$ cat config.mk
export PLATFORM = sky130hd
export DESIGN_NAME = operand_fetch
export DESIGN_NICKNAME = d
export VERILOG_FILES = /design/src/rtl/operand_fetch_pkg.sv /design/src/rtl/operand_fetch_reg_file.sv /design/src/rtl/operand_fetch.sv
export SDC_FILE = /design/constraint.sdc
export NUM_CORES = 1
export LEC_CHECK = 0
export CAP_MARGIN = 20
export CORE_MARGIN = 1
export CORE_UTILIZATION = 58
export CTS_BUF_LIST = sky130_fd_sc_hd__clkbuf_16
export DETAILED_ROUTE_END_ITERATION = 10
export GPL_ROUTABILITY_DRIVEN = 1
export HOLD_SLACK_MARGIN = 0.05
export PLACE_DENSITY = 0.85
export SLEW_MARGIN = 0
export SYNTH_ARGS = -nofsm -noshare
export SYNTH_HDL_FRONTEND = slang
export SYNTH_HIERARCHICAL = 1
export SYNTH_SLANG_ARGS = --single-unit
$ cat constraint.sdc
create_clock -name clk -period 2.05 [get_ports clk]
set_input_delay 0.5125 -clock clk [delete_from_list [all_inputs] [get_ports clk]]
set_output_delay 0.5125 -clock clk [all_outputs]
set_load 0.02 [all_outputs]
$ cat src/rtl/operand_fetch_pkg.sv
// Purpose: ISA definitions and instruction decoder shared by the operand-fetch stage.
// Latency: pure definitions and combinational helper, no state.
// Backpressure: not applicable.
package operand_fetch_pkg;

    // Instruction field bit positions
    localparam int OPC_MSB = 15;
    localparam int OPC_LSB = 12;
    localparam int RD_MSB  = 11;
    localparam int RD_LSB  = 9;
    localparam int RS1_MSB = 8;
    localparam int RS1_LSB = 6;
    localparam int RS2_MSB = 5;
    localparam int RS2_LSB = 3;
    localparam int IMM_MSB = 5;
    localparam int IMM_LSB = 0;

    // Opcodes
    localparam logic [3:0] OP_ADD  = 4'b0000;
    localparam logic [3:0] OP_SUB  = 4'b0001;
    localparam logic [3:0] OP_AND  = 4'b0010;
    localparam logic [3:0] OP_OR   = 4'b0011;
    localparam logic [3:0] OP_XOR  = 4'b0100;
    localparam logic [3:0] OP_ADDI = 4'b1000;
    localparam logic [3:0] OP_NOP  = 4'b1111;

    // ALU operation codes
    localparam logic [3:0] ALU_ADD = 4'b0000;
    localparam logic [3:0] ALU_SUB = 4'b0001;
    localparam logic [3:0] ALU_AND = 4'b0010;
    localparam logic [3:0] ALU_OR  = 4'b0011;
    localparam logic [3:0] ALU_XOR = 4'b0100;

    // Decoded view of one instruction word
    typedef struct packed {
        logic        is_alu;      // produces an ALU transfer
        logic        is_illegal;  // undefined opcode
        logic        use_imm;     // operand2 comes from imm6 instead of rs2
        logic [3:0]  operation;
        logic [2:0]  dest;
        logic [2:0]  rs1;
        logic [2:0]  rs2;
        logic [15:0] imm;         // sign-extended imm6
    } dec_t;

    function automatic dec_t decode_instr(input logic [15:0] word);
        dec_t d;
        d           = '0;
        d.dest      = word[RD_MSB:RD_LSB];
        d.rs1       = word[RS1_MSB:RS1_LSB];
        d.rs2       = word[RS2_MSB:RS2_LSB];
        d.imm       = {{10{word[IMM_MSB]}}, word[IMM_MSB:IMM_LSB]};
        case (word[OPC_MSB:OPC_LSB])
            OP_ADD, OP_SUB, OP_AND, OP_OR, OP_XOR: begin
                // Register-register ops pass the opcode straight through as the ALU code
                d.is_alu    = 1'b1;
                d.operation = word[OPC_MSB:OPC_LSB];
            end
            OP_ADDI: begin
                d.is_alu    = 1'b1;
                d.use_imm   = 1'b1;
                d.operation = ALU_ADD;
            end
            OP_NOP: begin
                d.is_alu    = 1'b0;
            end
            default: begin
                d.is_illegal = 1'b1;
            end
        endcase
        return d;
    endfunction

endpackage

$ cat src/rtl/operand_fetch_reg_file.sv
// Purpose: 8x16 register file, two asynchronous read ports, one synchronous write port.
// Latency: reads combinational; write visible to reads the cycle after the write edge.
// Backpressure: none, the write port is taken every cycle it is enabled.
module reg_file #(
    parameter bit ZERO_REG     = 1'b1,
    parameter bit RESET_CLR_RF = 1'b1
) (
    input  logic        clk,
    input  logic        rst_n,
    input  logic [2:0]  raddr1,
    output logic [15:0] rdata1,
    input  logic [2:0]  raddr2,
    output logic [15:0] rdata2,
    input  logic        wen,
    input  logic [2:0]  waddr,
    input  logic [15:0] wdata
);

    logic [15:0] mem [8];
    logic        wen_eff;

    // With a hard-wired zero register, writes to r0 are dropped here
    assign wen_eff = wen && !(ZERO_REG && (waddr == 3'd0));

    generate
        if (RESET_CLR_RF) begin : g_clr
            // Storage with asynchronous clear
            always_ff @(posedge clk or negedge rst_n) begin
                if (!rst_n) begin
                    for (int i = 0; i < 8; i++) begin
                        mem[i] <= 16'h0000;
                    end
                end else if (wen_eff) begin
                    mem[waddr] <= wdata;
                end
            end
        end else begin : g_noclr
            // Storage without reset: contents undefined until written
            always_ff @(posedge clk) begin
                if (wen_eff) begin
                    mem[waddr] <= wdata;
                end
            end
        end
    endgenerate

    assign rdata1 = (ZERO_REG && (raddr1 == 3'd0)) ? 16'h0000 : mem[raddr1];
    assign rdata2 = (ZERO_REG && (raddr2 == 3'd0)) ? 16'h0000 : mem[raddr2];

endmodule

$ cat src/rtl/operand_fetch.sv
// Purpose: decode one instruction, fetch operands (with writeback bypass) and present them to the ALU.
// Latency: one cycle from instruction acceptance to alu_valid.
// Backpressure: single output register; instr_ready = !alu_valid || alu_ready, outputs hold while stalled.
module operand_fetch
    import operand_fetch_pkg::*;
#(
    parameter bit ZERO_REG     = 1'b1,
    parameter bit RESET_CLR_RF = 1'b1
) (
    input  logic        clk,
    input  logic        rst_n,
    input  logic [15:0] instr,
    input  logic        instr_valid,
    output logic        instr_ready,
    output logic [15:0] operand1,
    output logic [15:0] operand2,
    output logic [3:0]  operation,
    output logic [2:0]  dest,
    output logic        alu_valid,
    input  logic        alu_ready,
    input  logic        wb_en,
    input  logic [2:0]  wb_addr,
    input  logic [15:0] wb_data,
    output logic        illegal_op
);

    dec_t        dec;
    logic [15:0] rf_rdata1;
    logic [15:0] rf_rdata2;
    logic [15:0] src1;
    logic [15:0] src2;
    logic        accept;
    logic        load;

    assign dec = decode_instr(instr);

    reg_file #(
        .ZERO_REG     (ZERO_REG),
        .RESET_CLR_RF (RESET_CLR_RF)
    ) u_reg_file (
        .clk    (clk),
        .rst_n  (rst_n),
        .raddr1 (dec.rs1),
        .rdata1 (rf_rdata1),
        .raddr2 (dec.rs2),
        .rdata2 (rf_rdata2),
        .wen    (wb_en),
        .waddr  (wb_addr),
        .wdata  (wb_data)
    );

    // Bypass: a same-cycle writeback overrides the stored value, except for a hard-wired r0
    always_comb begin
        src1 = rf_rdata1;
        src2 = rf_rdata2;
        if (ZERO_REG && (dec.rs1 == 3'd0)) begin
            src1 = 16'h0000;
        end else if (wb_en && (wb_addr == dec.rs1)) begin
            src1 = wb_data;
        end
        if (dec.use_imm) begin
            src2 = dec.imm;
        end else if (ZERO_REG && (dec.rs2 == 3'd0)) begin
            src2 = 16'h0000;
        end else if (wb_en && (wb_addr == dec.rs2)) begin
            src2 = wb_data;
        end
    end

    // NOPs and illegal opcodes are still accepted so they drain from the issuer
    assign instr_ready = !alu_valid || alu_ready;
    assign accept      = instr_valid && instr_ready;
    assign load        = accept && dec.is_alu;

    // Output register: loads on an accepted ALU op, drops valid once the ALU takes it
    always_ff @(posedge clk or negedge rst_n) begin
        if (!rst_n) begin
            alu_valid <= 1'b0;
            operand1  <= 16'h0000;
            operand2  <= 16'h0000;
            operation <= 4'h0;
            dest      <= 3'h0;
        end else if (load) begin
            alu_valid <= 1'b1;
            operand1  <= src1;
            operand2  <= src2;
            operation <= dec.operation;
            dest      <= dec.dest;
        end else if (alu_ready) begin
            alu_valid <= 1'b0;
        end
    end

    // One-cycle pulse following acceptance of an undefined opcode
    always_ff @(posedge clk or negedge rst_n) begin
        if (!rst_n) begin
            illegal_op <= 1'b0;
        end else begin
            illegal_op <= accept && dec.is_illegal;
        end
    end

endmodule

==> reports/results.txt <==
GP Congestion = 0.8968
Total Wirelength = 24,300 um
Post-synth EDFFs = 0
Final Cell Area = 10,540 um2
Initial core utilization = 0.6008
CTS sink cnt = 153
Placed insts = 973
Synthesized cell area = 8437 um2
Clock transition at path regs = 0.06 ns
Placed cell area = 9940 um2
Vias per cell = 6.696
Startpoint types = primary input
Dpl hpwl = 16,500 um
Leak = 0.004601 uW
Area contributors post-synth = dfrtp_1 45%, mux2_2 15%, mux2i_1 6.3%
Die ar. = 15,030 um2
Slew margin rel. = 0.6629
Synth top area share = 0.4538
FFs w/ async S/R, synth = 1.000
Hold WC Path Type = reg -> reg
Layout cell share with drive strength beyond 1 = 0.3229
Synth cell types = 45
Crit. End Element = flop
Width of the chip = 122.6 um
Clk_skew = 0.008795 ns
Number of global-route vias before repair = 6,690
Net Count, Synth = 730
Final hold vios = 0
Area Growth Syn to Fin = 24.89%
Top FF cell, synth = dfrtp_1
TritonCTS clock tree = yes
VDD IR max = 0.0006915 V
Max cap viols = 0
Finished Layout Cells = 1,007
Number of inserted diodes = 0
Synthesized area per cell = 12.23 um2
Synthesis-stage register bit count = 153
Antenna viol nets, final = 0
Final setup margin = 0.06086 ns
PwrDens = 926.9 nW/um2
Worst-path fanout max = 25
Root buf cell = clkbuf_16
Pre-antenna DRT Iters = 5
Area leader, netlist = dfrtp_1
Congestion Overflow GR = 0
Fin Setup TNS = 0 ns
TritonCTS buffer count = 17
Mapped Cells = 690
Initial antenna violation count = 0
Status = finished, final reports clean
DRC Markers = 0
CP Class = in -> reg
RSZ-0062 raised after global routing = no
Io pins = 82
Tcrit/Tclk final = 0.9703
# port buffers = 81
Worst skew pair latency = 0.43 ns
Vias post-DR = 6,743
Core area = 14,040 um2
Max Clk Rate = 502.7 MHz
Crit path DAT = 2.34 ns
DR WL/cell = 24.13 um
First-pass GRT wire length = 38,100 um
Minimum clock period = 1.989 ns
Yosys warnings = 6
Slew @ Worst Pin = 0.5023 ns
Initial drt markers = 802
Die Ht = 122.6 um
GR Util All Layers = 0.3389
Rows = 43
Htree depth = 4
Setup violators final = 0
Worst slack, placed = -0.5388 ns
Sequential-to-total area share from yosys stat = 0.4538
Final #Nets = 856
Most common cell in the netlist = dfrtp_1
Largest net degree at the start of global routing = 56
Critical Path RT = 2.40 ns
Commonest cells in the synthesized netlist = 153 x dfrtp_1, 115 x mux2_2, 53 x mux2i_1, 34 x a211oi_1, 34 x nor2b_1
Clock buffer depth = 2
Final count of pins violating max slew = 0
==> report_power, final <==
group	switching, uW	total (uW)	internal (uW)
registers	566	4280	3710
clock network	1190	2690	1500
logic	1290	2800	1510
==> cell type report <==
cell class,count,area [um2]
flip-flops and latches,153,3829
well taps,180,225.2
fillers,821,3506
clock inverters,13,68.82
multi-input cells,465,4210
inverters,11,41.29
repair buffers,168,1737
clock buffers,17,425.4
==> through the flow <==
stage / hold WS [ns] / power, uW / utilization
after detailed placement: 0.4700 / 7002 / 0.7078
final: 0.4867 / 9766 / 0.7503
after global routing: 0.4996 / 10140 / 0.7503
after global placement: 0.4576 / 6832 / 0.7078
after floorplan: 0.2169 / 5774 / -
after CTS: 0.4829 / 9719 / 0.7476
==> cells in the final DEF (no fill, tap or decap), types with 20 or more instances in the layout <==
cell type | synthesis | final
dfrtp_1 | 153 | 153
buf_12 | 1 | 20
buf_4 | 11 | 63
a311oi_1 | 32 | 32
mux2_4 | 20 | 20
mux2i_1 | 53 | 51
clkdlybuf4s50_1 | 0 | 75
mux2_2 | 115 | 115
nand2_1 | 31 | 31
a221oi_1 | 31 | 28
nor2b_1 | 34 | 34
a211oi_1 | 34 | 32
==> final timing paths <==
kind                                                  end  slack, ns                           start  cells after the start
min in group asynchronous        operation[2]$_DFFE_PN0P_       0.60                           rst_n                      2
hold reg to reg                   operand1[3]$_DFFE_PN0P_       0.49         operand1[3]$_DFFE_PN0P_                      2
setup / recovery                 operand1[15]$_DFFE_PN0P_       0.06                        instr[8]                      6
max in group asynchronous  u_reg_file/mem[56]$_DFFE_PN0P_       0.80                           rst_n                      3
hold / removal                    operand1[3]$_DFFE_PN0P_       0.49         operand1[3]$_DFFE_PN0P_                      2
setup reg to reg                  operand1[1]$_DFFE_PN0P_       0.37  u_reg_file/mem[97]$_DFFE_PN0P_                      5
==> repair_timing <==
action	in CTS	in global routing
cloned	1	0
hold endpoints to repair	43	0
hold buffers	1	0
endpoints found under the setup margin	17	19
setup buffers	2	0
resized for setup	4	11
==> state kept, by name, indices dropped and copies added (netlist names) <==
| signal | cells |
|---|---|
| alu_valid | 1 |
| dest | 3 |
| operand1 | 16 |
| illegal_op | 1 |
| operation | 4 |
| u_reg_file/mem | 112 |
| operand2 | 16 |
==> critical path: stages <==
cell             delay [ns]
clkdlybuf4s50_1        0.58
buf_4                  0.35
a221oi_1               0.12
a311oi_1               0.41
mux2i_1                0.19
o21ai_1                0.16
==> layer usage <==
layer / share of wire / wire [um] / GRT usage
met1: 0.42 / 10150 / 0.4633
met2: 0.46 / 11270 / 0.5151
met3: 0.085 / 2077 / 0.06970
met4: 0.032 / 789 / 0.1608
met5: 0 / 0 / 0
==> logic make-up (layout without fill, tap and decap cells) <==
kind of cell / after synthesis / count (layout) / synth area share
muxes: 197 / 197 / 0.2640
and+or+nand+nor: 121 / 121 / 0.09195
DFF: 153 / 153 / 0.4538
AOI/OAI and AO/OA: 141 / 141 / 0.1314
xor gates and xnor gates: 6 / 6 / 0.006229
buffers and inverters: 72 / 209 / 0.05265
Note: power is estimated with default switching activity, not from simulation.
